**config.mk**
```make
export PLATFORM = sky130hd
export DESIGN_NAME = spi_target
export DESIGN_NICKNAME = d
export VERILOG_FILES = /design/src/rtl/spi_pkg.sv /design/src/rtl/sync_edge_det.sv /design/src/rtl/spi_target.sv
export SDC_FILE = /design/constraint.sdc
export NUM_CORES = 1
export LEC_CHECK = 0
export CAP_MARGIN = 20
export CELL_PAD_IN_SITES_DETAIL_PLACEMENT = 1
export CELL_PAD_IN_SITES_GLOBAL_PLACEMENT = 1
export CORE_MARGIN = 5
export CORE_UTILIZATION = 43
export CTS_CLUSTER_SIZE = 8
export DETAILED_ROUTE_END_ITERATION = 8
export PLACE_DENSITY_LB_ADDON = 0.1
export REMOVE_ABC_BUFFERS = 1
export SETUP_SLACK_MARGIN = 0.02
export SLEW_MARGIN = 20
export SYNTH_ARGS = -nofsm -noshare
export SYNTH_HDL_FRONTEND = slang
export SYNTH_SLANG_ARGS = --single-unit
```
**constraint.sdc**
```tcl
create_clock -name clk -period 4.15 [get_ports clk]
set_clock_uncertainty 0.05 [all_clocks]
set_input_delay 1.245 -clock clk [delete_from_list [all_inputs] [get_ports clk]]
set_output_delay 1.245 -clock clk [all_outputs]
set_load 0.02 [all_outputs]
```
**src/rtl/spi_pkg.sv**
```systemverilog
// Shared definitions for the SPI target endpoint.
//   SPI_DATA_W      default word width
//   spi_mode_e      SPI mode encodings as {CPOL, CPHA}
//   spi_state_e     transfer FSM states
//   samples_on_lead true when MOSI is sampled on the leading SCK edge
package spi_pkg;

  localparam int SPI_DATA_W = 8;

  typedef enum logic [1:0] {
    MODE0 = 2'b00,
    MODE1 = 2'b01,
    MODE2 = 2'b10,
    MODE3 = 2'b11
  } spi_mode_e;

  typedef enum logic {
    IDLE   = 1'b0,
    ACTIVE = 1'b1
  } spi_state_e;

  // CPHA=0 modes sample on the leading edge and shift on the trailing edge.
  function automatic logic samples_on_lead(input spi_mode_e mode);
    return (mode == MODE0) || (mode == MODE2);
  endfunction

endpackage

```
**src/rtl/sync_edge_det.sv**
```systemverilog
// Multi-stage synchroniser for an asynchronous pin, followed by one history
// flop so that single-cycle rise/fall pulses can be derived.
//   clk, rst  system clock, synchronous active-high reset
//   d_i       asynchronous input
//   q_o       synchronised level
//   rise_o    one-cycle pulse on a synchronised 0->1 transition
//   fall_o    one-cycle pulse on a synchronised 1->0 transition
// INIT is the value every stage takes in reset; choosing it equal to the
// pin's idle level keeps a spurious edge from appearing after reset.
module sync_edge_det #(
  parameter int SYNC_STAGES = 2,
  parameter bit INIT        = 1'b0
) (
  input  logic clk,
  input  logic rst,
  input  logic d_i,
  output logic q_o,
  output logic rise_o,
  output logic fall_o
);

  logic [SYNC_STAGES-1:0] chain_q;
  logic [SYNC_STAGES-1:0] chain_d;
  logic                   hist_q;
  logic                   hist_d;

  assign chain_d[0] = d_i;
  for (genvar gi = 1; gi < SYNC_STAGES; gi++) begin : g_chain
    assign chain_d[gi] = chain_q[gi-1];
  end

  always_comb begin
    hist_d = chain_q[SYNC_STAGES-1];
  end

  always_ff @(posedge clk) begin
    if (rst) begin
      chain_q <= {SYNC_STAGES{INIT}};
      hist_q  <= INIT;
    end else begin
      chain_q <= chain_d;
      hist_q  <= hist_d;
    end
  end

  assign q_o    = chain_q[SYNC_STAGES-1];
  assign rise_o = q_o & ~hist_q;
  assign fall_o = ~q_o & hist_q;

endmodule

```
**src/rtl/spi_target.sv**
```systemverilog
// SPI target (slave) endpoint, oversampled in the system clock domain.
//   clk, rst             system clock (>= 8x SCK), synchronous active-high reset
//   sck_i, ss_i, mosi_i  asynchronous SPI pins (ss_i active-low)
//   miso_o, miso_t       MISO data and tristate enable (1 = high-Z) for an IOBUF
//   rx_data, rx_valid    last received word and its one-cycle update strobe
//   tx_data, tx_valid    word offered for transmission
//   tx_ready             TX holding register empty
//   tx_underrun          pulse when DEFAULT_TX had to be loaded
//   busy                 a transfer is in progress (SS asserted)
module spi_target
  import spi_pkg::*;
#(
  parameter int              DATA_W      = SPI_DATA_W,
  parameter bit              CPOL        = 1'b0,
  parameter bit              CPHA        = 1'b0,
  parameter int              SYNC_STAGES = 2,
  parameter logic [DATA_W-1:0] DEFAULT_TX = {DATA_W{1'b1}}
) (
  input  logic              clk,
  input  logic              rst,
  input  logic              sck_i,
  input  logic              ss_i,
  input  logic              mosi_i,
  output logic              miso_o,
  output logic              miso_t,
  output logic [DATA_W-1:0] rx_data,
  output logic              rx_valid,
  input  logic [DATA_W-1:0] tx_data,
  input  logic              tx_valid,
  output logic              tx_ready,
  output logic              tx_underrun,
  output logic              busy
);

  localparam spi_mode_e MODE        = spi_mode_e'({CPOL, CPHA});
  localparam bit        SAMPLE_LEAD = samples_on_lead(MODE);
  localparam int        CNT_W       = (DATA_W > 2) ? $clog2(DATA_W) : 1;
  localparam logic [CNT_W-1:0] LAST_BIT = CNT_W'(DATA_W - 1);

  // Synchronised pins
  logic sck_s, sck_rise, sck_fall;
  logic ss_s, ss_rise, ss_fall;
  logic mosi_s, mosi_rise_unused, mosi_fall_unused;

  sync_edge_det #(.SYNC_STAGES(SYNC_STAGES), .INIT(CPOL)) u_sck_sync (
    .clk(clk), .rst(rst), .d_i(sck_i),
    .q_o(sck_s), .rise_o(sck_rise), .fall_o(sck_fall)
  );

  // SS resets to the asserted level: if the pin is still low when reset is
  // released, no falling edge is seen until SS goes high and low again.
  sync_edge_det #(.SYNC_STAGES(SYNC_STAGES), .INIT(1'b0)) u_ss_sync (
    .clk(clk), .rst(rst), .d_i(ss_i),
    .q_o(ss_s), .rise_o(ss_rise), .fall_o(ss_fall)
  );

  sync_edge_det #(.SYNC_STAGES(SYNC_STAGES), .INIT(1'b0)) u_mosi_sync (
    .clk(clk), .rst(rst), .d_i(mosi_i),
    .q_o(mosi_s), .rise_o(mosi_rise_unused), .fall_o(mosi_fall_unused)
  );

  logic lead_edge, trail_edge, sample_edge, shift_edge;
  logic sck_s_unused;

  assign lead_edge    = CPOL ? sck_fall : sck_rise;
  assign trail_edge   = CPOL ? sck_rise : sck_fall;
  assign sample_edge  = SAMPLE_LEAD ? lead_edge : trail_edge;
  assign shift_edge   = SAMPLE_LEAD ? trail_edge : lead_edge;
  assign sck_s_unused = sck_s;

  // State
  spi_state_e        state_q, state_d;
  logic [CNT_W-1:0]  bit_cnt_q, bit_cnt_d;
  logic [DATA_W-1:0] tx_shift_q, tx_shift_d;
  logic [DATA_W-1:0] rx_shift_q, rx_shift_d;
  logic [DATA_W-1:0] rx_data_q, rx_data_d;
  logic              rx_valid_q, rx_valid_d;
  logic [DATA_W-1:0] hold_q, hold_d;
  logic              hold_full_q, hold_full_d;
  logic              underrun_q, underrun_d;

  logic              load;
  logic              accept;

  assign accept = tx_valid && !hold_full_q;

  always_comb begin
    state_d     = state_q;
    bit_cnt_d   = bit_cnt_q;
    tx_shift_d  = tx_shift_q;
    rx_shift_d  = rx_shift_q;
    rx_data_d   = rx_data_q;
    rx_valid_d  = 1'b0;
    underrun_d  = 1'b0;
    load        = 1'b0;

    unique case (state_q)
      IDLE: begin
        if (ss_fall) begin
          state_d   = ACTIVE;
          bit_cnt_d = '0;
          // CPHA=0 must present the MSB before the first (sampling) edge.
          load      = !CPHA;
        end
      end
      ACTIVE: begin
        if (ss_rise) begin
          // Partial word is dropped; the holding register keeps its word.
          state_d   = IDLE;
          bit_cnt_d = '0;
        end else if (!ss_s) begin
          if (sample_edge) begin
            rx_shift_d = {rx_shift_q[DATA_W-2:0], mosi_s};
            if (bit_cnt_q == LAST_BIT) begin
              bit_cnt_d  = '0;
              rx_data_d  = {rx_shift_q[DATA_W-2:0], mosi_s};
              rx_valid_d = 1'b1;
            end else begin
              bit_cnt_d = bit_cnt_q + 1'b1;
            end
          end else if (shift_edge) begin
            // A shift edge at count 0 starts a word: for CPHA=0 it follows
            // the last sample of the previous word, for CPHA=1 it is the
            // first edge of the word.
            if (bit_cnt_q == '0) begin
              load = 1'b1;
            end else begin
              tx_shift_d = {tx_shift_q[DATA_W-2:0], 1'b0};
            end
          end
        end
      end
      default: state_d = IDLE;
    endcase

    if (load) begin
      if (hold_full_q) begin
        tx_shift_d = hold_q;
      end else begin
        tx_shift_d = DEFAULT_TX;
        underrun_d = 1'b1;
      end
    end
  end

  // Holding register: a load only ever sees the registered content, so a
  // write accepted alongside an underrun load is kept for the next word.
  always_comb begin
    hold_d      = accept ? tx_data : hold_q;
    hold_full_d = (hold_full_q && !load) || accept;
  end

  always_ff @(posedge clk) begin
    if (rst) begin
      state_q     <= IDLE;
      bit_cnt_q   <= '0;
      tx_shift_q  <= '0;
      rx_shift_q  <= '0;
      rx_data_q   <= '0;
      rx_valid_q  <= 1'b0;
      hold_q      <= '0;
      hold_full_q <= 1'b0;
      underrun_q  <= 1'b0;
    end else begin
      state_q     <= state_d;
      bit_cnt_q   <= bit_cnt_d;
      tx_shift_q  <= tx_shift_d;
      rx_shift_q  <= rx_shift_d;
      rx_data_q   <= rx_data_d;
      rx_valid_q  <= rx_valid_d;
      hold_q      <= hold_d;
      hold_full_q <= hold_full_d;
      underrun_q  <= underrun_d;
    end
  end

  assign miso_o      = tx_shift_q[DATA_W-1];
  assign miso_t      = (state_q == IDLE);
  assign busy        = (state_q == ACTIVE);
  assign rx_data     = rx_data_q;
  assign rx_valid    = rx_valid_q;
  assign tx_ready    = !hold_full_q;
  assign tx_underrun = underrun_q;

endmodule

```
==> reports/results.ini <==
[final_layout]
final_cell_area_sq_um = 2190
final_util = 0.5396
area_growth_pct = 19.78
fill_cells = 468
drive_above_1_share = 0.08636
nets = 238
diodes = 0

[setup_path]
worstSetupPathType = register to primary output
crit_path_start_kind = register
crit_slowest_cell = clkdlybuf4s50_1
max_stage_delay_ns = 0.67
critPathMaxFanout = 8
end_kind = primary output
cp_cell_sequence = clkdlybuf4s50_1
critPathTopFamily = buffers and inverters
crit_arrival_ns = 1.47
cp_num_buf_inv = 1
required_ns = 2.85

[timing]
period_share = 0.6656
max_freq_mhz = 362.0
rsz0062_at_grt = false
slew_headroom = 0.4310
worstMarginPinSlew_ns = 0.8535
hold_ws_ns = 0.3967
setup_viol = 0
finalWorstSetupSlack_ns = 1.388
hold_violations = 0
fin_tns_setup_ns = 0
fin_crit_ns = 2.762
maxSlewViolCount = 0

[logic_synthesis]
synth-seq-cells = 46
syn_area_per_cell_sq_um = 9.374
yosysTopAreaCell = dfxtp_1
synth_flop_cell = dfxtp_1
synth_cells = 195
ys_seq_area_frac = 0.5038
async_reset_ff_frac = 0
netlist.area_leader.share = 0.5038
netlist_top_cells_area = dfxtp_1, nand2_1, a21oi_1
yosys_warnings = 0
syn_area_sq_um = 1828
yosys-top-cells-count = dfxtp_1, nand2_1, nor2_1
synth.most_common_cell = dfxtp_1
synth.distinct_cells = 31
synth_edf_count = 0

[power]
p_leak_nw = 0.8012
pwr_density_cell_nw_per_um2 = 359.6
vdd_ir_drop_max_mv = 0.1500

[global_routing]
grt_overflow = 0
first_global_vias = 1518
grt_pass1_wl_um = 7024
grt_use_total = 0.1621
grt_max_degree = 28
antenna_found_initial = 0

[route]
wl_um = 4200
firstDrtPassIters = 4
drc = 0
ant_nets = 0
vias = 1418
drtIter0Drc = 79
via_per_inst = 5.252
wl_per_cell_um = 15.56

[clock_tree]
cts_setup_buffers = 0
postCtsHoldBufs = 0
cts_tree = yes
clockRootBuffer = clkbuf_8
clk_latency_ns = 0.29
cts_buffers = 5
htree_levels = 2
clk_pin_slew_ns = 0.08
ctsResizeCount = 0
clock_path_buffers = 2
cts_sinks = 46

[placement]
port_buffers = 27
place_area_sq_um = 2107
dp_slack_ns = 1.316
place.gp.congestion = 0.7911
dp_hpwl_um = 3019

[job]
maxCapViolations = 0

[floorplanning]
coreArea_sq_um = 4058
ios = 28
die_area_sq_um = 5655
die_y_um = 75.20
row_count = 23
start_util = 0.4505
fp.dieW_um = 75.20

[run_status]
run_status = finished clean

[min_path]
hp-class = register to register

state kept, by name, summed over array words and instances, names as in the netlist, 2 cells and up:
name	cells
tx_shift_q	8
u_mosi_sync.chain_q	2
u_ss_sync.chain_q	2
u_sck_sync.chain_q	2
rx_shift_q	7
rx_data	8
bit_cnt_q	3
hold_q	8
area by class of cell:
cell class              count  area, sq um  area share
clock buffers               6        82.58     0.03771
multi-input cells         135        827.0      0.3777
repair buffers             28        277.8      0.1269
inverters                   5        18.77    0.008571
flip-flops and latches     46        920.9      0.4206
well taps                  50        62.56     0.02857
per-stage QoR:
| stage | total power [mW] | instances |
|---|---|---|
| 5_1_grt | 0.8213 | 270 |
| 2_1_floorplan | 0.4995 | 186 |
| 4_1_cts | 0.7962 | 270 |
| 6_report | 0.7874 | 270 |
| 3_5_place_dp | 0.5333 | 264 |
| 3_3_place_gp | 0.5294 | 264 |
report_power, final:
| group | leakage, nW | switching [mW] | internal, mW |
|---|---|---|---|
| clock network | 0.0431 | 0.136 | 0.129 |
| registers | 0.374 | 0.00846 | 0.453 |
| logic | 0.384 | 0.0329 | 0.0284 |
| total | 0.801 | 0.177 | 0.610 |
cell families (layout without fill, tap and decap cells):
kind of cell | after synthesis | after routing | share of synthesized area
muxes | 8 | 8 | 0.04381
AOI/OAI and AO/OA | 32 | 32 | 0.1266
adders and majority gates | 3 | 3 | 0.02054
DFF | 46 | 46 | 0.5038
and+or+nand+nor | 92 | 92 | 0.2615
buffers and inverters | 14 | 39 | 0.04380
layout by cell type (no fill, tap or decap), drive strengths merged:
master,netlist,final
clkbuf,5,6
dfxtp,46,46
nor3,3,3
nor2b,11,11
nor4b,1,1
nand2,36,36
a21o,1,1
nor2,21,21
nand2b,1,1
o21bai,1,1
a22oi,1,1
o31ai,8,8
and4bb,2,2
a31oi,1,1
inv,5,5
a221o,1,1
nand3,8,8
buf,4,1
a21oi,19,19
mux2i,8,8
clkdlybuf4s50,0,27
ha,3,3
nor4,1,1
nor3b,8,8
metal layers:
metal,global-route usage,share of wire
met4,0.05243,0.0086
met1,0.1997,0.46
met3,0.03872,0.043
met5,0,0
met2,0.2785,0.49
worst paths after layout:
check / startpoint / endpoint / slack, ns / cells past startpoint
max: busy / busy / 1.39 / 1
min: u_ss_sync.chain_q[0] / u_ss_sync.chain_q[1] / 0.40 / 1
max reg2reg: busy / rx_data[7] / 2.27 / 4
min reg2reg: u_ss_sync.chain_q[0] / u_ss_sync.chain_q[1] / 0.40 / 1
Power figures use the tool's default switching activity.
